File: config.mk
export PLATFORM = sky130hd
export DESIGN_NAME = vdp_cpu_bridge_flat
export DESIGN_NICKNAME = d
export VERILOG_FILES = /design/src/rtl/vdp_cpu_bridge_if.sv /design/src/rtl/vdp_cpu_bridge.sv /design/src/flat_wrapper.sv
export SDC_FILE = /design/constraint.sdc
export NUM_CORES = 1
export LEC_CHECK = 0
export CORE_MARGIN = 3
export CORE_UTILIZATION = 29
export DETAILED_ROUTE_END_ITERATION = 8
export GPL_TIMING_DRIVEN = 0
export PLACE_DENSITY = 0.61
export SLEW_MARGIN = 30
export SYNTH_ARGS = -nofsm -noshare
export SYNTH_HDL_FRONTEND = slang
export SYNTH_SLANG_ARGS = --single-unit
File: constraint.sdc
create_clock -name clk -period 2 [get_ports clk]
set_clock_uncertainty 0.2 [all_clocks]
set_input_delay 0.2 -clock clk [delete_from_list [all_inputs] [get_ports clk]]
set_output_delay 0.2 -clock clk [all_outputs]
set_load 0.05 [all_outputs]
File: src/rtl/vdp_cpu_bridge_if.sv
// vdp_cpu_bridge_if
//   Request/acknowledge bus between the CPU bridge and the VDP core.
//   master : bridge side  (drives vdp_req, vdp_wrt, vdp_adr, vdp_dbo;
//                          receives vdp_ack, vdp_dbi)
//   slave  : VDP core side (mirror directions)
//   vdp_wrt is 1 for a write and 0 for a read, and is valid while vdp_req
//   is high. vdp_dbi is valid in the cycle that vdp_ack is high.
interface vdp_cpu_bridge_if;
    logic        vdp_req;
    logic        vdp_wrt;
    logic [15:0] vdp_adr;
    logic [7:0]  vdp_dbo;
    logic        vdp_ack;
    logic [7:0]  vdp_dbi;

    modport master (
        output vdp_req, vdp_wrt, vdp_adr, vdp_dbo,
        input  vdp_ack, vdp_dbi
    );

    modport slave (
        input  vdp_req, vdp_wrt, vdp_adr, vdp_dbo,
        output vdp_ack, vdp_dbi
    );
endinterface

File: src/rtl/vdp_cpu_bridge.sv
// vdp_cpu_bridge
//   Brings the asynchronous CPU write/read strobes into the VDP pixel clock
//   domain and turns each strobe assertion into exactly one request on the
//   VDP request/acknowledge bus.
//
//   Parameters
//     SYNC_STAGES : synchronizer flops per strobe (2..4)
//     FILTER_LEN  : consecutive equal samples needed to accept a strobe
//                   level change (only with PINFILTER_EN)
//   Ports
//     clk      : VDP pixel clock, rising edge
//     reset_n  : asynchronous active-low reset
//     csw_n    : CPU write strobe, asynchronous, active low
//     csr_n    : CPU read strobe, asynchronous, active low
//     mode     : CPU port select, latched as vdp_adr[1:0]
//     cdo      : CPU write data, latched as vdp_dbo
//     cdi      : last read data, held until the next read acknowledge
//     bus_err  : sticky, set when both strobes are seen active together
//     vdp      : request/acknowledge bus (master modport)
//   Build option
//     PINFILTER_EN : when defined, each synchronized strobe passes a
//                    FILTER_LEN-sample stability filter.
module vdp_cpu_bridge #(
    parameter int unsigned SYNC_STAGES = 2,
    parameter int unsigned FILTER_LEN  = 3
) (
    input  logic             clk,
    input  logic             reset_n,
    input  logic             csw_n,
    input  logic             csr_n,
    input  logic [1:0]       mode,
    input  logic [7:0]       cdo,
    output logic [7:0]       cdi,
    output logic             bus_err,
    vdp_cpu_bridge_if.master vdp
);

`ifdef PINFILTER_EN
    localparam bit FILTER_EN = 1'b1;
`else
    localparam bit FILTER_EN = 1'b0;
`endif

    // Edges after reset until the strobe path reflects the real pins.
    localparam int unsigned PIPE_DEPTH = SYNC_STAGES + (FILTER_EN ? FILTER_LEN : 0);
    localparam int unsigned FLW        = $clog2(PIPE_DEPTH + 1);

    typedef enum logic [1:0] {IDLE, ISSUE, RELEASE} state_t;

    logic [SYNC_STAGES-1:0] wsync_q, rsync_q;
    logic                   ws_raw_n, rs_raw_n;
    logic                   ws_n, rs_n;
    logic                   ws, rs;
    logic [FLW-1:0]         flush_q;
    logic                   pipe_ready;

    state_t     state_q, state_d;
    logic       req_q, req_d;
    logic       wrt_q, wrt_d;
    logic [1:0] adr_q, adr_d;
    logic [7:0] dbo_q, dbo_d;
    logic [7:0] cdi_q, cdi_d;
    logic       err_q, err_d;
    logic       armed_q, armed_d;

    // Strobe synchronizers, reset to the inactive level.
    always_ff @(posedge clk or negedge reset_n) begin
        if (!reset_n) begin
            wsync_q <= '1;
            rsync_q <= '1;
        end else begin
            wsync_q <= {wsync_q[SYNC_STAGES-2:0], csw_n};
            rsync_q <= {rsync_q[SYNC_STAGES-2:0], csr_n};
        end
    end

    assign ws_raw_n = wsync_q[SYNC_STAGES-1];
    assign rs_raw_n = rsync_q[SYNC_STAGES-1];

`ifdef PINFILTER_EN
    localparam int unsigned FCW = $clog2(FILTER_LEN + 1);

    logic [FCW-1:0] wcnt_q, rcnt_q;
    logic           wflt_q, rflt_q;

    // The filtered level flips only after FILTER_LEN consecutive samples
    // that differ from it; any sample equal to it restarts the count.
    always_ff @(posedge clk or negedge reset_n) begin
        if (!reset_n) begin
            wcnt_q <= '0;
            rcnt_q <= '0;
            wflt_q <= 1'b1;
            rflt_q <= 1'b1;
        end else begin
            if (ws_raw_n == wflt_q) begin
                wcnt_q <= '0;
            end else if (wcnt_q == FCW'(FILTER_LEN - 1)) begin
                wflt_q <= ws_raw_n;
                wcnt_q <= '0;
            end else begin
                wcnt_q <= wcnt_q + 1'b1;
            end

            if (rs_raw_n == rflt_q) begin
                rcnt_q <= '0;
            end else if (rcnt_q == FCW'(FILTER_LEN - 1)) begin
                rflt_q <= rs_raw_n;
                rcnt_q <= '0;
            end else begin
                rcnt_q <= rcnt_q + 1'b1;
            end
        end
    end

    assign ws_n = wflt_q;
    assign rs_n = rflt_q;
`else
    assign ws_n = ws_raw_n;
    assign rs_n = rs_raw_n;
`endif

    assign ws = ~ws_n;
    assign rs = ~rs_n;

    // Saturating count of edges since reset; the strobe path is only
    // trusted once its reset value has been flushed out.
    always_ff @(posedge clk or negedge reset_n) begin
        if (!reset_n) begin
            flush_q <= '0;
        end else if (!pipe_ready) begin
            flush_q <= flush_q + 1'b1;
        end
    end

    assign pipe_ready = (flush_q == FLW'(PIPE_DEPTH));

    always_ff @(posedge clk or negedge reset_n) begin
        if (!reset_n) begin
            state_q <= IDLE;
            req_q   <= 1'b0;
            wrt_q   <= 1'b0;
            adr_q   <= '0;
            dbo_q   <= '0;
            cdi_q   <= '0;
            err_q   <= 1'b0;
            armed_q <= 1'b0;
        end else begin
            state_q <= state_d;
            req_q   <= req_d;
            wrt_q   <= wrt_d;
            adr_q   <= adr_d;
            dbo_q   <= dbo_d;
            cdi_q   <= cdi_d;
            err_q   <= err_d;
            armed_q <= armed_d;
        end
    end

    // armed_q gates new accesses: it is set only once both strobes have been
    // seen inactive through a flushed pipeline, so a strobe held across reset
    // or left over from a simultaneous-strobe error cannot start a request.
    always_comb begin
        state_d = state_q;
        req_d   = req_q;
        wrt_d   = wrt_q;
        adr_d   = adr_q;
        dbo_d   = dbo_q;
        cdi_d   = cdi_q;
        err_d   = err_q;
        armed_d = armed_q;

        case (state_q)
            IDLE: begin
                if (ws && rs) begin
                    err_d   = 1'b1;
                    armed_d = 1'b0;
                end else if (!armed_q) begin
                    if (pipe_ready && !ws && !rs) begin
                        armed_d = 1'b1;
                    end
                end else if (ws || rs) begin
                    adr_d   = mode;
                    dbo_d   = cdo;
                    wrt_d   = ws;
                    req_d   = 1'b1;
                    state_d = ISSUE;
                end
            end
            ISSUE: begin
                if (vdp.vdp_ack) begin
                    req_d = 1'b0;
                    wrt_d = 1'b0;
                    if (!wrt_q) begin
                        cdi_d = vdp.vdp_dbi;
                    end
                    state_d = RELEASE;
                end
            end
            RELEASE: begin
                if (!ws && !rs) begin
                    state_d = IDLE;
                end
            end
            default: begin
                state_d = IDLE;
            end
        endcase
    end

    assign vdp.vdp_req = req_q;
    assign vdp.vdp_wrt = wrt_q;
    assign vdp.vdp_adr = {14'b0, adr_q};
    assign vdp.vdp_dbo = dbo_q;
    assign cdi         = cdi_q;
    assign bus_err     = err_q;

endmodule

File: src/flat_wrapper.sv
// flat-port wrapper written by rule: the top's interface ports become plain ports
module vdp_cpu_bridge_flat 
#(
    parameter int unsigned SYNC_STAGES = 2,
    parameter int unsigned FILTER_LEN  = 3
)
  (clk, reset_n, csw_n, csr_n, mode, cdo, cdi, bus_err, vdp_vdp_req, vdp_vdp_wrt, vdp_vdp_adr, vdp_vdp_dbo, vdp_vdp_ack, vdp_vdp_dbi);
  vdp_cpu_bridge_if vdp_i ();
  input  logic clk;
  input  logic reset_n;
  input  logic csw_n;
  input  logic csr_n;
  input  logic [1:0] mode;
  input  logic [7:0] cdo;
  output logic [7:0] cdi;
  output logic bus_err;
  output wire logic [$bits(vdp_i.vdp_req)-1:0] vdp_vdp_req;
  output wire logic [$bits(vdp_i.vdp_wrt)-1:0] vdp_vdp_wrt;
  output wire logic [$bits(vdp_i.vdp_adr)-1:0] vdp_vdp_adr;
  output wire logic [$bits(vdp_i.vdp_dbo)-1:0] vdp_vdp_dbo;
  input wire logic [$bits(vdp_i.vdp_ack)-1:0] vdp_vdp_ack;
  input wire logic [$bits(vdp_i.vdp_dbi)-1:0] vdp_vdp_dbi;
  assign vdp_vdp_req = vdp_i.vdp_req;
  assign vdp_vdp_wrt = vdp_i.vdp_wrt;
  assign vdp_vdp_adr = vdp_i.vdp_adr;
  assign vdp_vdp_dbo = vdp_i.vdp_dbo;
  assign vdp_i.vdp_ack = vdp_vdp_ack;
  assign vdp_i.vdp_dbi = vdp_vdp_dbi;
  vdp_cpu_bridge #(.SYNC_STAGES(SYNC_STAGES), .FILTER_LEN(FILTER_LEN)) u_core (.clk(clk), .reset_n(reset_n), .csw_n(csw_n), .csr_n(csr_n), .mode(mode), .cdo(cdo), .cdi(cdi), .bus_err(bus_err), .vdp(vdp_i));
endmodule
**Yosys cells after proc, flatten, opt, wreduce, memory -nomap -nowiden**

Cells that the tools add are included.

- Bits in registers: 30
- Output and inout bits: 35
- Logic and storage cells: 54

- $add $sub $neg: 1
- Eq/ne operators: 8
- Multiplexer cells: 18
- Bitwise operators: 4
- Reduce and logical (&&, ||, !) cells: 12

Operators by type and width:

| cell | count |
|---|---|
| $mux 1 | 10 |
| $mux 2 | 5 |
| $reduce_and 5->1 | 2 |
| $ne 2x1->1 const B | 3 |
| $pmux 2 s3 | 1 |
| $eq 2x2->1 const B | 2 |
| $logic_and 1x1->1 | 4 |
| $ne 2x2->1 const B | 2 |
| $not 1->1 | 4 |
| $pmux 1 s2 | 2 |
| $reduce_and 4->1 | 1 |
| $reduce_and 3->1 | 1 |
| $add 2x1->2 const B | 1 |
| $eq 2x1->1 const B | 1 |
| $logic_not 2->1 | 1 |
| $reduce_and 2->1 | 1 |
| $reduce_bool 2->1 | 1 |
| $logic_or 1x1->1 | 1 |

**Logic depth before layout (Yosys ltp)**

Gate-level depths: netlist of the first run.

- Word-level depth: 6
- Depth in mapped cells: 4
- Depth with buffers taken out: 4

**Worst setup path after synthesis of the first run**

OpenSTA, ideal clock, no wires.

- Path type: flip-flop to flip-flop
- From: register u_core.wsync_q[1]
- To: register u_core.adr_q[1]
- Library setup time: 125 ps
- Arrival time: 1294 ps
- Required time: 1675 ps
- Setup slack: 381 ps
- Cell stages (with the launch flop): 5
- Path through: dfstp_2 xor2_1 nand3_2 buf_6 mux2_4

- Cells in the longest elaborated chain, start to end: 4
- Elaborated cells between the ends (all ways): 5
- Those cells by class: bitwise: 2; reduce/logical: 3

Ends and longest elaborated chain:

| item | RTL line | text |
|---|---|---|
| start, declared | vdp_cpu_bridge.sv:50 | `logic [SYNC_STAGES-1:0] wsync_q, rsync_q;` |
| start signal, assigned | vdp_cpu_bridge.sv:72 | `wsync_q <= {wsync_q[SYNC_STAGES-2:0], csw_n};` |
| $not 1->1 (*) | vdp_cpu_bridge.sv:122 | `assign ws = ~ws_n;` |
| $logic_and 1x1->1 | vdp_cpu_bridge.sv:174 | `if (ws && rs) begin` |
| $not 1->1 (no line) | -- |  |
| $reduce_and 4->1 (no line) (*) | -- |  |
| end signal, assigned | vdp_cpu_bridge.sv:151 | `adr_q <= adr_d;` |
| end, declared | vdp_cpu_bridge.sv:60 | `logic [1:0] adr_q, adr_d;` |

Mark *: on every way between the ends. The rest lies on a longest branch, timed or not.
A chain may end at the register's enable or synchronous reset.

**Worst setup path in the final report of the first run**

- From: register u_core.wrt_q (netlist: u_core.vdp.vdp_wrt)
- To: output port vdp_vdp_wrt

RTL lines:

| item | RTL line | text |
|---|---|---|
| start, declared | vdp_cpu_bridge.sv:59 | `logic wrt_q, wrt_d;` |
| start signal, assigned | vdp_cpu_bridge.sv:150 | `wrt_q <= wrt_d;` |
| end, declared | flat_wrapper.sv:18 | `output wire logic [$bits(vdp_i.vdp_wrt)-1:0] vdp_vdp_wrt;` |

No word-level cell between the ends.

==> metrics.md, run 1 <==
| Metric | Value |
|---|---|
| Worst vdd rail ir drop | 796 uV |
| Total wirelength of the detailed-routed design | 2.41 mm |
| Worst flop-to-flop path endpoint | u_core.cdi[5] |
| CP Capture Type | primary output |
| Slowest stage cell, crit path | sky130_fd_sc_hd__clkdlybuf4s50_1 |
| Maximum number of pins on one net before global-route repair | 31 |
| Worst Min Path Start | csw_n |
| Clock buffer depth | 2 |
| Later-pin clock latency in the skew report | 280 ps |
| Instance count along the most critical hold path | 1 |
| Final setup violating endpoints | 0 |
| Worst reg2reg startpoint | u_core.state_q[1] |
| MaxCap Viol Count | 0 |
| Overall overflow remaining after global route | 0 |
| Core footprint | 4090 sq um |
| Total power density per cell area | 1730 nW/um^2 |
| Met2 demand-to-capacity share in global routing | 15.1% |
| Number of nets in the layout | 175 |
| Flops & latches, synth | 30 |
| Total number of placement rows | 23 |
| Fillers | between 300 and 400 |
| Reported leakage power | 0.883 nW |
| Upper clock frequency limit | roughly 530 MHz |
| Minimum setup slack after placement | around 56 ps |
| Sequential standard cell area | 756 sq um |
| Top-level port count | 58 |
| Chip Width | a little over 70 um |
| Crit path cell chain | clkdlybuf4s50_1 |
| TritonCTS clock tree | built |
| Die height | 71.7 um |
| Sink Count | 30 |
| Critical Path RT | 1600 ps |
| Buffers plus inverters on the worst setup path | 1 |
| DRC violations left | 0 |
| Post-CTS setup-driven buffer insertion count | 0 |
| Per-instance average area after synthesis | 14.4 sq um |
| Synth cell types | 24 |
| Count of H-tree levels built during CTS | 2 |
| Leading cell type in the layout, fill and taps excluded | sky130_fd_sc_hd__clkdlybuf4s50_1 |
| Worst Slack Setup Final | 103 ps |
| Via density per instance | 4.12 |
| Vias | 833 |
| Critical Path Source Type | flop |
| Most crowded layer after global routing | met2 |
| Area added between synthesis and finish | 52.3% |
| RSZ-0062 raised after global routing | false |
| Proportion of synthesized chip area in sequential cells | around three fifths |
| Total power draw | 0.00331 W |
| DRT iter0 DRCs | 15 |
| Number of standard cells after synthesis | 87 |
| Via count of the first global-routing pass | 840 |
| Diodes inserted | 0 |
| Clock-pin slew of the registers on the worst-case setup and hold paths | around 70 ps |
| Time the worst path needs with I/O delays and setup | 1900 ps |
| Commonest cells after routing, fill and taps aside | sky130_fd_sc_hd__clkdlybuf4s50_1, sky130_fd_sc_hd__dfrtp_1, sky130_fd_sc_hd__buf_4, sky130_fd_sc_hd__conb_1, sky130_fd_sc_hd__mux2_2 |
| Slack of the worst reg-to-reg path | between 200 and 300 ps |
| Cell chosen for the clock root | sky130_fd_sc_hd__clkbuf_8 |
| Critical Path Fanout Max | 3 |
| Total area of multi-input combinational cells | 425 sq um |
| Min-delay worst type | input port to flop |
| Number of buffer cells added on primary ports | 43 |
| Final Slew Violations | 0 |
| First-pass DRT Iterations | 3 |
| Worst rel slew slack | 55.9% |
| Synth top area share | 51.9% |
| Effective utilization at floorplan | a little under a third |
| Count of final hold-check violations | 0 |
| Final worst path period share | 94.9% |
| DP Cell Count | roughly 190 |
| Total CTS buffers | 5 |
| Routability cong. | 0.651 |
| Cells on worst reg2reg path | 3 |
| Global-route track usage on met3 | 6.59% |
| Destination of the worst hold path | u_core.wsync_q[0] |
| Fraction of layout instances using a drive strength above 1 | 32.9% |
| Met1 track demand over resource | a little under an eighth |
| Cell family with most CP delay | buffers and inverters |
| Status | finished clean |
| Antenna violations before repair | 0 |
| Mapped cell area | 1250 sq um |
| Delay of the slowest cell on the worst path | 830 ps |
| Worst setup path class | flop to primary output |
| Tightest Pin Transition | 662 ps |
| Antenna Nets Post-Route | 0 |
| Number of warnings issued by yosys | 0 |
| Total die area | 5140 sq um |
| Non-filler cells in the finished layout | 202 |
| Share of the core filled with cells | 46.7% |
| Cell type with the highest aggregate area in the netlist | sky130_fd_sc_hd__dfrtp_1 |
| Detailed placer's ending HPWL | 1.73 mm |
| Critical Path AT | around 1500 ps |
| Top post-synthesis cells by area | sky130_fd_sc_hd__dfrtp_1, sky130_fd_sc_hd__mux2_2, sky130_fd_sc_hd__buf_4 |
| Drt wl/cell | roughly 12 um |
| Overall fraction of global-route tracks in use | under 10% |
| First-pass GRT wire length | 3.92 mm |
| Post-CTS Resized | 0 |
| Final total negative setup slack | 0 ps |
## flip-flops by register name, indices dropped and copies added, names as in the netlist, 2 cells and up
register,count
u_core.rsync_q,2
u_core.vdp.vdp_dbo,8
u_core.cdi,8
u_core.flush_q,2
u_core.adr_q,2
u_core.wsync_q,2
u_core.state_q,2
## per-stage QoR
step	hold slack (ps)	instance area [sq um]
finish	134	1910
global route	116	1910
CTS	122	1910
global placement	147	1790
floorplan	-296	1300
detailed placement	69.5	1790
## synth_stat cells
library cell / n
sky130_fd_sc_hd__a21oi_1: 1
sky130_fd_sc_hd__a22o_2: 1
sky130_fd_sc_hd__a31o_2: 1
sky130_fd_sc_hd__buf_4: 14
sky130_fd_sc_hd__buf_6: 1
sky130_fd_sc_hd__conb_1: 1
sky130_fd_sc_hd__dfrtp_1: 26
sky130_fd_sc_hd__dfstp_2: 4
sky130_fd_sc_hd__ha_1: 1
sky130_fd_sc_hd__inv_1: 1
sky130_fd_sc_hd__mux2_2: 11
sky130_fd_sc_hd__mux2_4: 7
sky130_fd_sc_hd__mux2i_1: 1
sky130_fd_sc_hd__nand2_1: 6
sky130_fd_sc_hd__nand2b_1: 1
sky130_fd_sc_hd__nand3_2: 1
sky130_fd_sc_hd__nand3b_1: 1
sky130_fd_sc_hd__nor2_1: 1
sky130_fd_sc_hd__nor2_2: 1
sky130_fd_sc_hd__o21ai_0: 2
sky130_fd_sc_hd__o21bai_1: 1
sky130_fd_sc_hd__or3_1: 1
sky130_fd_sc_hd__xnor2_1: 1
sky130_fd_sc_hd__xor2_1: 1
## kinds of logic after synthesis
| logic type | share of synthesized area (%) |
|---|---|
| buf+inv | 9.59 |
| flops | 60.3 |
| fa+ha+maj | 0.999 |
| other cells | 0.299 |
| mux | 19.1 |
| xor+xnor | 1.40 |
| compound gates | 3.30 |
| simple gates | 5.00 |
## worst max path at each step
stage          cells past startpoint          startpoint         endpoint
2_1_floorplan                      4   u_core.wsync_q[1]  u_core.adr_q[1]
3_3_place_gp                       1             reset_n  u_core.adr_q[0]
3_5_place_dp                       4         vdp_vdp_ack    u_core.cdi[2]
4_1_cts                            1  u_core.vdp.vdp_wrt      vdp_vdp_wrt
5_1_grt                            1  u_core.vdp.vdp_wrt      vdp_vdp_wrt
6_report                           1  u_core.vdp.vdp_wrt      vdp_vdp_wrt
## layout make-up
class                      count  area share, %
tap                           50           3.28
buffer                        15           6.10
timing repair buffer          44           22.8
clock inverter                 3           2.10
inverter                       1          0.197
sequential                    30           39.6
clock buffer                   5           3.61
multi-input combinational     54           22.3
## per-layer routing
layer / share of wire [%] / wire length, um
met1: 41 / 983
met2: 43 / 1050
met3: 15 / 358
met4: 0.71 / 17
met5: 0 / 0
## power by group
group / total [W] / switching [W] / internal [W]
logic: 0.00173 / 0.00104 / 0.000685
clock network: 0.000591 / 0.000225 / 0.000366
registers: 0.000989 / 0.000143 / 0.000847
## what timing repair did
item,in CTS,in global routing
endpoints found under the hold margin,26,0
hold buffers,1,0
endpoints found under the setup margin,0,0
(Power assumes the default switching activity.)
==> inputs of run 2 (changes only) <==
--- a/config.mk
+++ b/config.mk
@@ -9,6 +9,7 @@
 export CORE_UTILIZATION = 29
 export DETAILED_ROUTE_END_ITERATION = 8
 export GPL_TIMING_DRIVEN = 0
+export MAX_ROUTING_LAYER = met4
 export PLACE_DENSITY = 0.61
 export SLEW_MARGIN = 30
 export SYNTH_ARGS = -nofsm -noshare
==> constraint.sdc (replaced) <==
create_clock -name clk -period 2 [get_ports clk]
set_clock_uncertainty 0.2 [all_clocks]
set_input_delay 0.4 -clock clk [delete_from_list [all_inputs] [get_ports clk]]
set_output_delay 0.4 -clock clk [all_outputs]
set_load 0.05 [all_outputs]
==> metrics.md, run 2 (same netlist as run 1, synthesis figures left out) <==
| Metric | Value |
|---|---|
| Worst vdd rail ir drop | 841 uV (was 796 uV) |
| Total number of placement rows | 23 (unchanged) |
| Met2 demand-to-capacity share in global routing | 15.0% (was 15.1%) |
| Via density per instance | 4.13 (was 4.12) |
| Area added between synthesis and finish | 50.2% (was 52.3%) |
| Slack of the worst reg-to-reg path | 260 ps (about the same) |
| Status | finished clean (unchanged) |
| Final setup violating endpoints | 0 (unchanged) |
| Final Slew Violations | 0 (unchanged) |
| Delay of the slowest cell on the worst path | 560 ps (was 830 ps) |
| Leading cell type in the layout, fill and taps excluded | sky130_fd_sc_hd__dfrtp_1 (was sky130_fd_sc_hd__clkdlybuf4s50_1) |
| Reported leakage power | 0.911 nW (was 0.883 nW) |
| Vias | 835 (was 833) |
| Total wirelength of the detailed-routed design | 2.41 mm (about the same) |
| Worst Min Path Start | u_core.rsync_q[0] (was csw_n) |
| Min-delay worst type | flop to flop (was input port to flop) |
| Total die area | 5140 sq um (unchanged) |
| Via count of the first global-routing pass | 834 (was 840) |
| Commonest cells after routing, fill and taps aside | sky130_fd_sc_hd__dfrtp_1, sky130_fd_sc_hd__clkdlybuf4s50_1, sky130_fd_sc_hd__dlygate4sd2_1 (was sky130_fd_sc_hd__clkdlybuf4s50_1, sky130_fd_sc_hd__dfrtp_1, sky130_fd_sc_hd__buf_4, sky130_fd_sc_hd__conb_1, sky130_fd_sc_hd__mux2_2) |
| RSZ-0062 raised after global routing | false (unchanged) |
| Diodes inserted | 0 (unchanged) |
| Critical Path AT | 1220 ps (was 1500 ps) |
| Worst reg2reg startpoint | u_core.state_q[1] (unchanged) |
| Clock buffer depth | 2 (unchanged) |
| Core footprint | 4090 sq um (unchanged) |
| Routability cong. | 0.656 (was 0.651) |
| Sink Count | 30 (unchanged) |
| Top-level port count | 58 (unchanged) |
| Tightest Pin Transition | 660 ps (was 662 ps) |
| Chip Width | 71.7 um (unchanged) |
| Most crowded layer after global routing | met2 (unchanged) |
| Time the worst path needs with I/O delays and setup | 1820 ps (was 1900 ps) |
| Final worst path period share | 91.0% (was 94.9%) |
| TritonCTS clock tree | built (unchanged) |
| First-pass DRT Iterations | 3 (unchanged) |
| Destination of the worst hold path | u_core.rsync_q[1] (was u_core.wsync_q[0]) |
| Worst rel slew slack | 56.0% (was 55.9%) |
| Total power draw | 0.00316 W (was 0.00331 W) |
| Worst flop-to-flop path endpoint | u_core.cdi[6] (was u_core.cdi[5]) |
| Slowest stage cell, crit path | sky130_fd_sc_hd__dlygate4sd2_1 (was sky130_fd_sc_hd__clkdlybuf4s50_1) |
| Antenna violations before repair | 0 (unchanged) |
| Cells on worst reg2reg path | 3 (unchanged) |
| Detailed placer's ending HPWL | 1.73 mm (unchanged) |
| Crit path cell chain | dlygate4sd2_1 (was clkdlybuf4s50_1) |
| Critical Path Source Type | flop (unchanged) |
| DRC violations left | 0 (unchanged) |
| MaxCap Viol Count | 0 (unchanged) |
| Maximum number of pins on one net before global-route repair | 31 (unchanged) |
| Instance count along the most critical hold path | 0 (was 1) |
| Global-route track usage on met3 | 6.17% (was 6.59%) |
| Met1 track demand over resource | 11.6% (was 11.3%) |
| Drt wl/cell | 11.9 um (about the same) |
| Overall overflow remaining after global route | 0 (unchanged) |
| Total power density per cell area | 1680 nW/um^2 (was 1730 nW/um^2) |
| Critical Path Fanout Max | 3 (unchanged) |
| Launch point of the critical path | u_core.vdp.vdp_wrt (unchanged) |
| Later-pin clock latency in the skew report | 280 ps (about the same) |
| Overall fraction of global-route tracks in use | 10.1% (was 9.85%) |
| DRT iter0 DRCs | 14 (was 15) |
| Clock-pin slew of the registers on the worst-case setup and hold paths | 70 ps (about the same) |
| Antenna Nets Post-Route | 0 (unchanged) |
| Worst setup path class | flop to primary output (unchanged) |
| Buffers plus inverters on the worst setup path | 1 (unchanged) |
| CP Capture Type | primary output (unchanged) |
| Total CTS buffers | 5 (unchanged) |
| Die height | 71.7 um (unchanged) |
| Critical Path RT | 1400 ps (was 1600 ps) |
| Upper clock frequency limit | 550 MHz (was 527 MHz) |
| Cell family with most CP delay | buffers and inverters (unchanged) |
| Effective utilization at floorplan | 30.6% (unchanged) |
| Cell chosen for the clock root | sky130_fd_sc_hd__clkbuf_8 (unchanged) |
| Number of nets in the layout | 175 (unchanged) |
| First-pass GRT wire length | 3.91 mm (was 3.92 mm) |
| Fraction of layout instances using a drive strength above 1 | 32.9% (unchanged) |
| Count of final hold-check violations | 0 (unchanged) |
| Count of H-tree levels built during CTS | 2 (unchanged) |
| Final total negative setup slack | 0 ps (unchanged) |
| Number of buffer cells added on primary ports | 43 (unchanged) |
[run 2: cell types whose count changed in the layout (fill, tap and decap cells not counted), sizes merged]
cell	change
clkdlybuf4s50	-21
dlygate4sd2	+21
[run 2: where the power goes]
group / internal [W] / switching, W
combinational: 0.000540 / 0.00104
clock: 0.000366 / 0.000227
sequential: 0.000846 / 0.000135
[run 2: worst max path at each step]
stage	cells past startpoint	to	slack, ps
floorplan	4	u_core.adr_q[1]	380
global placement	1	u_core.adr_q[0]	-130
detailed placement	4	u_core.cdi[2]	-140
CTS	4	u_core.cdi[2]	150
global route	4	u_core.cdi[3]	80
finish	1	vdp_vdp_wrt	180
[run 2: layer usage]
metal	vias up	part of all wire (%)
met5	-	0
met4	0	0.70
met3	2	14
met2	50	43
met1	390	42
li1	393	-
[run 2: cell type report]
type,instances,area [sq um]
flip-flops and latches,30,756
repair buffers,44,409
clock inverters,3,40.0
multi-input cells,54,425
plain buffers,15,116
fillers,379,2200
well taps,50,62.6
clock buffers,5,68.8
inverters,1,3.75
[run 2: through the flow]
stage | worst slack (ps) | hold WS [ps] | area, sq um | utilization [%] | instances
detailed placement | -144 | 153 | 1790 | 43.8 | 193
CTS | 155 | 163 | 1880 | 46.1 | 202
global route | 83.4 | 167 | 1880 | 46.1 | 202
floorplan | 381 | -95.6 | 1300 | - | 100
finish | 181 | 162 | 1880 | 46.1 | 202
global placement | -126 | 147 | 1790 | 43.9 | 193
[run 2: timing repair]
action                     CTS  global route
buffers inserted             0             0
setup endpoints to repair   21             0
hold endpoints to repair    26             0
gates resized for setup     21             0
hold buffers                 1             0
==> inputs of run 3 (changes only) <==
--- a/config.mk
+++ b/config.mk
@@ -9,7 +9,6 @@
 export CORE_UTILIZATION = 29
 export DETAILED_ROUTE_END_ITERATION = 8
 export GPL_TIMING_DRIVEN = 0
-export MAX_ROUTING_LAYER = met4
 export PLACE_DENSITY = 0.61
 export SLEW_MARGIN = 30
 export SYNTH_ARGS = -nofsm -noshare
==> metrics.md, run 3 (same netlist as run 1, synthesis figures left out) <==
| Metric | Value |
|---|---|
| Time the worst path needs with I/O delays and setup | 1820 ps (about the same) |
| Total CTS buffers | 5 (unchanged) |
| Min-delay worst type | flop to flop (unchanged) |
| Die height | 71.7 um (unchanged) |
| Count of final hold-check violations | 0 (unchanged) |
| CP Capture Type | primary output (unchanged) |
| Via density per instance | 4.14 (was 4.13) |
| Number of buffer cells added on primary ports | 43 (unchanged) |
| Critical Path Source Type | flop (unchanged) |
| Total length of routed met2 wires | 1.05 mm (unchanged) |
| Antenna violations before repair | 0 (unchanged) |
| Via count of the first global-routing pass | 836 (was 834) |
| Top-level port count | 58 (unchanged) |
| DR top layer | met4 (unchanged) |
| Reported leakage power | 0.911 nW (unchanged) |
| MaxCap Viol Count | 0 (unchanged) |
| Count of H-tree levels built during CTS | 2 (unchanged) |
| Worst hold margin | 161 ps (was 162 ps) |
| DP Cell Count | 193 (unchanged) |
| Number of nets in the layout | 175 (unchanged) |
| Total die area | 5140 sq um (unchanged) |
| Routability cong. | 0.651 (was 0.656) |
| Later-pin clock latency in the skew report | 280 ps (about the same) |
| Cell family with most CP delay | buffers and inverters (unchanged) |
| Worst setup path class | flop to primary output (unchanged) |
| Core footprint | 4090 sq um (unchanged) |
| Tightest Pin Transition | 659 ps (was 660 ps) |
| Total wirelength of the detailed-routed design | 2.40 mm (was 2.41 mm) |
| Cell Int Power | 0.00175 W (about the same) |
| Critical Path AT | 1220 ps (about the same) |
| Detailed placer's ending HPWL | 1.73 mm (unchanged) |
| TritonCTS clock tree | built (unchanged) |
| RSZ-0062 raised after global routing | false (unchanged) |
| Antenna Nets Post-Route | 0 (unchanged) |
| Vias | 836 (was 835) |
| Final setup violating endpoints | 0 (unchanged) |
| Worst Slack Setup Final | 180 ps (was 181 ps) |
| Buffers plus inverters on the worst setup path | 1 (unchanged) |
| Final Slew Violations | 0 (unchanged) |
| Final worst path period share | 91.0% (about the same) |
| Post-route met1 wirelength | 987 um (was 1.01 mm) |
| Commonest cells after routing, fill and taps aside | sky130_fd_sc_hd__dfrtp_1, sky130_fd_sc_hd__clkdlybuf4s50_1, sky130_fd_sc_hd__dlygate4sd2_1 (unchanged) |
| Worst rel slew slack | 56.0% (about the same) |
| DRT iter0 DRCs | 14 (unchanged) |
| Non-filler cells in the finished layout | 202 (unchanged) |
| First-pass GRT wire length | 3.90 mm (was 3.91 mm) |
| Crit path cell chain | dlygate4sd2_1 (unchanged) |
| Chip Width | 71.7 um (unchanged) |
| Maximum number of pins on one net before global-route repair | 31 (unchanged) |
| Worst vdd rail ir drop | 841 uV (about the same) |
| Delay of the slowest cell on the worst path | 560 ps (about the same) |
| Sink Count | 30 (unchanged) |
| Cell chosen for the clock root | sky130_fd_sc_hd__clkbuf_8 (unchanged) |
| Clock power frac | 18.7% (was 18.8%) |
| Total power density per cell area | 1680 nW/um^2 (about the same) |
| Critical Path Fanout Max | 3 (unchanged) |
| Minimum setup slack after placement | -144 ps (unchanged) |
| First-pass DRT Iterations | 3 (unchanged) |
| Power spent charging and discharging nets | 0.00140 W (was 0.00141 W) |
| Share of power burned in registers | 31.1% (about the same) |
| Total number of placement rows | 23 (unchanged) |
| Drt wl/cell | 11.9 um (about the same) |
| Combinational fraction of design power | 50.2% (was 50.1%) |
| Slowest stage cell, crit path | sky130_fd_sc_hd__dlygate4sd2_1 (unchanged) |
| Detailed route wirelength on metal3 | 351 um (was 338 um) |
| Diodes inserted | 0 (unchanged) |
| Clock-pin slew of the registers on the worst-case setup and hold paths | 70 ps (about the same) |
| Clock buffer depth | 2 (unchanged) |
| Fraction of layout instances using a drive strength above 1 | 32.9% (unchanged) |
| Fillers | 379 (unchanged) |
| Area added between synthesis and finish | 50.2% (unchanged) |
| Critical Path RT | 1400 ps (about the same) |
| Overall fraction of global-route tracks in use | 9.79% (was 10.1%) |
| Upper clock frequency limit | 550 MHz (about the same) |
| Net switching share of the total power | 44.5% (about the same) |
| Share of the core filled with cells | 46.1% (unchanged) |
| Total power draw | 0.00316 W (about the same) |
| Overall overflow remaining after global route | 0 (unchanged) |
| Effective utilization at floorplan | 30.6% (unchanged) |
| DRC violations left | 0 (unchanged) |
| Status | finished clean (unchanged) |
| Leading cell type in the layout, fill and taps excluded | sky130_fd_sc_hd__dfrtp_1 (unchanged) |
## run 3: what timing repair did
item / 4_1_cts / 5_1_grt
setup buffers: 0 / 0
hold endpoints to repair: 26 / 0
resized for setup: 21 / 0
endpoints found under the setup margin: 21 / 0
hold buffers: 1 / 0
## run 3: path summary, 6_finish.rpt
kind	from	to	slack (ps)	cells after the start
worst max-delay path	u_core.vdp.vdp_wrt	vdp_vdp_wrt	180	1
worst min-delay path	u_core.rsync_q[0]	u_core.rsync_q[1]	160	0
worst max register to register	u_core.state_q[1]	u_core.cdi[5]	260	3
worst min register to register	u_core.rsync_q[0]	u_core.rsync_q[1]	160	0
max in group asynchronous	reset_n	u_core.vdp.vdp_dbo[2]	690	2
min in group asynchronous	reset_n	u_core.vdp.vdp_req	480	2
## run 3: power by group through the flow
| stage | Combinational, W | Clock [W] | Sequential (W) |
|---|---|---|---|
| 2_1_floorplan | 0.000483 | 0 | 0.00170 |
| 4_1_cts | 0.00160 | 0.000611 | 0.000981 |
| 5_1_grt | 0.00166 | 0.000639 | 0.00101 |
| 6_report | 0.00158 | 0.000592 | 0.000981 |
| 3_5_place_dp | 0.00174 | 0 | 0.000996 |
| 3_3_place_gp | 0.00173 | 0 | 0.000981 |
## run 3: per-stage QoR
step	cell area, sq um	setup TNS [ps]
2_1_floorplan	1300	0
6_report	1880	0
3_5_place_dp	1790	-1130
5_1_grt	1880	0
4_1_cts	1880	0
3_3_place_gp	1790	-4030
## run 3: final cells by class
cell class	count	area (sq um)	share of cell area (%)
multi-input combinational	54	425	22.6
timing repair buffer	44	409	21.7
sequential	30	756	40.2
inverter	1	3.75	0.199
clock buffer	5	68.8	3.66
clock inverter	3	40.0	2.13
buffer	15	116	6.18
tap	50	62.6	3.32
## run 3: routing by layer
layer	up-vias	GRT usage, %
met5	-	0
met4	0	2.51
met3	2	6.45
met2	50	15.1
met1	391	11.3
li1	393	-
==> patch 1, RTL diff (settings of run 1) <==
Register the output `bus_err` once more, with the module's reset; this adds one clock of latency there. The other outputs are not delayed to match.
--- a/src/rtl/vdp_cpu_bridge.sv
+++ b/src/rtl/vdp_cpu_bridge.sv
@@ -213,5 +213,11 @@
     assign vdp.vdp_dbo = dbo_q;
     assign cdi         = cdi_q;
-    assign bus_err     = err_q;
+    always_ff @(posedge clk or negedge reset_n) begin
+        if (!reset_n) begin
+            bus_err <= '0;
+        end else begin
+            bus_err <= err_q;
+        end
+    end
 
 endmodule
Function: changed (a bounded check fails within 4 cycles, from zero or initial values and one cycle with reset_n low).
==> patch 1 against run 1 <==
Setup slack improved by 0.020 ns; maximum frequency up 1.1%; final area increased by 1.7%; clock power up 5.8%; power grew 1.9%; wire length is 3.6% higher; sequential cell count up 1; sequential share of layout area rose by 0.63 points; synthesized cell count grew 1.1%; area after synthesis rose by 1.9%; via count decreased by 0.48%; utilization grew 0.46 points; highest routed layer unchanged.
==> patch 1: results (changes against run 1) <==
[status]
status=finished, final reports clean  ; unchanged

[drt]
wire_per_inst_um=12.3  ; was 11.9 um
routed-wl-met2_mm=1.31  ; was 1.05 mm
vias_per_cell=4.08  ; was 4.12
wl_met1_um=913  ; was 983 um
first_iter_violations=21  ; was 15
wl_met3_um=227  ; was 358 um

[synthesis]
synth_xor_area_share_pct=1.37  ; was 1.40%
synthTopCellsByArea=dfrtp_1, mux2_2, buf_4, dfstp_2, mux2_4  ; unchanged
ys_top_cells_by_count=dfrtp_1, buf_4, mux2_2  ; unchanged
seq_area_frac_synth_pct=61.2  ; was 60.3%
synthMuxAreaShare_pct=18.7  ; was 19.1%
synth-compound-area-share_pct=3.14  ; was 3.30%
syn_inst=88  ; was 87
synth-adder-area-share_pct=0.980  ; was 0.999%

[global_routing]
grt_use_met2_pct=17.4  ; was 15.1%
grt_max_degree=32  ; was 31
use_met1_pct=11.3  ; about the same
grt_use_total_pct=10.5  ; was 9.85%
grt.met3_usage_pct=3.88  ; was 6.59%
first_global_vias=905  ; was 840
grt_pass1_wl_mm=4.18  ; was 3.92 mm

[power]
ir_drop_mv=0.984  ; was 0.796 mV
clockPowerShare_pct=18.5  ; was 17.9%
leakage_nw=0.894  ; was 0.883 nW
combPwrFrac_pct=51.7  ; was 52.2%
p_total_mw=3.37  ; was 3.31 mW
switching_share_pct=42.0  ; was 42.6%

[placed_design]
dp_hpwl_mm=1.90  ; was 1.73 mm
pre_cts_ws_ns=0.0205  ; was 0.0563 ns
routabilityCongestion=0.660  ; was 0.651
place_area_mm2=0.00181  ; was 0.00179 mm2
dp.cells=194  ; was 193

[cts]
post_cts_resized=0  ; unchanged

[critical_path]
crit_path_max_incr_delay_ns=0.82
crit_arrival_ns=1.48  ; was 1.50 ns
rr_endpoint=u_core.cdi[0]$_DFFE_PN0P_  ; was u_core.cdi[5]$_DFFE_PN0P_
cp_max_fo=3  ; unchanged

[final_layout]
diodes=0  ; unchanged
num-nets-final=176  ; was 175
stdcell_count=203  ; was 202
drive_above_1_share_pct=32.0  ; was 32.9%

[sta]
fin_crit_sh_pct=93.8  ; was 94.9%
tightest_slew_ns=0.682  ; was 0.662 ns
setup_viol=0  ; unchanged
holdWs_ns=0.132  ; was 0.134 ns

[patch 1: kinds of logic (layout without fill, tap and decap cells)]
group | Yosys count | count (layout)
AND/OR/NAND/NOR | 12 | 12
other | 1 | 14
adder cells (fa/ha/maj) | 1 | 1
AO/OA/AOI/OAI | 6 | 6
multiplexers | 19 | 19
XOR/XNOR | 2 | 2
buffers and inverters | 16 | 68
flip-flops | 31 | 31
[patch 1: final cells by class]
| class | count | area, um2 |
|---|---|---|
| multi-input combinational | 54 | 424 |
| tap | 50 | 62.6 |
| sequential | 31 | 781 |
| fill | 368 | 2170 |
| buffer | 15 | 116 |
| clock buffer | 6 | 82.6 |
| inverter | 1 | 3.75 |
| timing repair buffer | 44 | 435 |
| clock inverter | 2 | 35.0 |
[patch 1: timing repair]
action / 4_1_cts / 5_1_grt
setup buffers: 0 / 0
hold buffers: 1 / 0
hold endpoints to repair: 27 / 0
==> patch 2, RTL diff (config.mk and constraints of run 1) <==
Made on the original files. `SYNC_STAGES` is set to 2 in 2 places; all go to 4. Comments in the files are not updated.
--- a/src/rtl/vdp_cpu_bridge.sv
+++ b/src/rtl/vdp_cpu_bridge.sv
@@ -22,5 +22,5 @@
 //                    FILTER_LEN-sample stability filter.
 module vdp_cpu_bridge #(
-    parameter int unsigned SYNC_STAGES = 2,
+    parameter int unsigned SYNC_STAGES = 4,
     parameter int unsigned FILTER_LEN  = 3
 ) (
--- a/src/flat_wrapper.sv
+++ b/src/flat_wrapper.sv
@@ -2,5 +2,5 @@
 module vdp_cpu_bridge_flat 
 #(
-    parameter int unsigned SYNC_STAGES = 2,
+    parameter int unsigned SYNC_STAGES = 4,
     parameter int unsigned FILTER_LEN  = 3
 )
Check against the original RTL: not equivalent (Yosys sat finds a counterexample within 4 cycles, from zero or initial values and one cycle with reset_n low).
==> patch 2 against run 1 <==
Power up 6.1%; area after synthesis is 13% higher; final area is 12% higher; critical endpoint unchanged; first-iteration DRC count down 20%; highest routed layer unchanged; worst hold slack got worse by 0.012 ns; largest cell class unchanged; sequential cell count increased by 5; wire length grew 9.9%; setup slack about the same; cell count increased by 15%.
==> patch 2: results (changes against run 1) <==
[global_routing]
grt_max_degree=20  ; was 31
grt_use_total_pct=9.81  ; was 9.85%
grt.met3_usage_pct=5.44  ; was 6.59%
use_met1_pct=10.8  ; was 11.3%
first_global_vias=987  ; was 840
grt_pass1_wl_mm=4.51  ; was 3.92 mm
grt_use_met2_pct=15.3  ; was 15.1%

[final_layout]
n_clock_buffer=6  ; was 5
num-multi-input-gates=60  ; was 54
fill_cells=404  ; was 369
bufAreaShareNonClock_pct=27.2  ; was 28.9%
register_area_um2=886  ; was 756 um2
multi_input_area_um2=452  ; was 425 um2
stdcell_count=232  ; was 202
inverters=4  ; was 1
drive_above_1_share_pct=31.7  ; was 32.9%
buffers_excl_clock=60  ; was 59

[sta]
slew_headroom_pct=65.5  ; was 55.9%

[placed_design]
routabilityCongestion=0.674  ; was 0.651
pre_cts_ws_ns=0.0331  ; was 0.0563 ns
dp_hpwl_mm=2.02  ; was 1.73 mm

[drt]
first_iter_violations=12  ; was 15
wl_met1_mm=1.03  ; was 983 um
drt_wl_total_mm=2.65  ; was 2.41 mm
vias_per_cell=3.95  ; was 4.12
wl_met3_um=319  ; was 358 um
dr.pass1.iters=2  ; was 3

[synthesis]
avgSynthCellArea_um2=14.1  ; was 14.4 um2
seq_area_frac_synth_pct=62.4  ; was 60.3%

[status]
status=finished, final reports clean  ; unchanged

[power]
ir_drop_mv=0.832  ; was 0.796 mV

==> patch 2: changes by cell type after synthesis, moves of 2 or more <==
cell / before / now
dfstp_2: 4 / 8
inv_1: 1 / 4
nand2_1: 6 / 8
nor2_1: 1 / 4
==> patch 2: cells by family (layout without fill, tap and decap cells) <==
group | count (synthesis) | after routing | synth area share [%]
DFF | 35 | 35 | 62.4
and+or+nand+nor | 17 | 17 | 5.64
other | 1 | 14 | 0.264
xor gates and xnor gates | 2 | 2 | 1.23
adders and majority gates | 2 | 2 | 1.76
AOI/OAI and AO/OA | 6 | 6 | 2.64
muxes | 19 | 19 | 16.8
buffers and inverters | 19 | 72 | 9.25
==> patch 2: worst paths after layout <==
| path | from | end | slack (ns) |
|---|---|---|---|
| min reg2reg | u_core.rsync_q[1]$_DFF_PN1_ | u_core.rsync_q[2]$_DFF_PN1_ | 0.16 |
| max in group asynchronous | reset_n | u_core.cdi[0]$_DFFE_PN0P_ | 0.95 |
| max | u_core.vdp.vdp_wrt$_DFFE_PN0P_ | vdp_vdp_wrt | 0.10 |
| min in group asynchronous | reset_n | u_core.bus_err$_DFFE_PN0P_ | 0.21 |
| min | csr_n | u_core.rsync_q[0]$_DFF_PN1_ | 0.12 |
| max reg2reg | u_core.state_q[1]$_DFFE_PN0P_ | u_core.cdi[0]$_DFFE_PN0P_ | 0.27 |
==> patch 2: where the power goes <==
part / leakage [nW] / total (mW) / switching (mW) / internal, mW
Combinational: 0.520 / 1.77 / 1.07 / 0.703
Clock: 0.0612 / 0.641 / 0.239 / 0.403
Sequential: 0.401 / 1.10 / 0.139 / 0.959
Total: 0.982 / 3.51 / 1.45 / 2.06
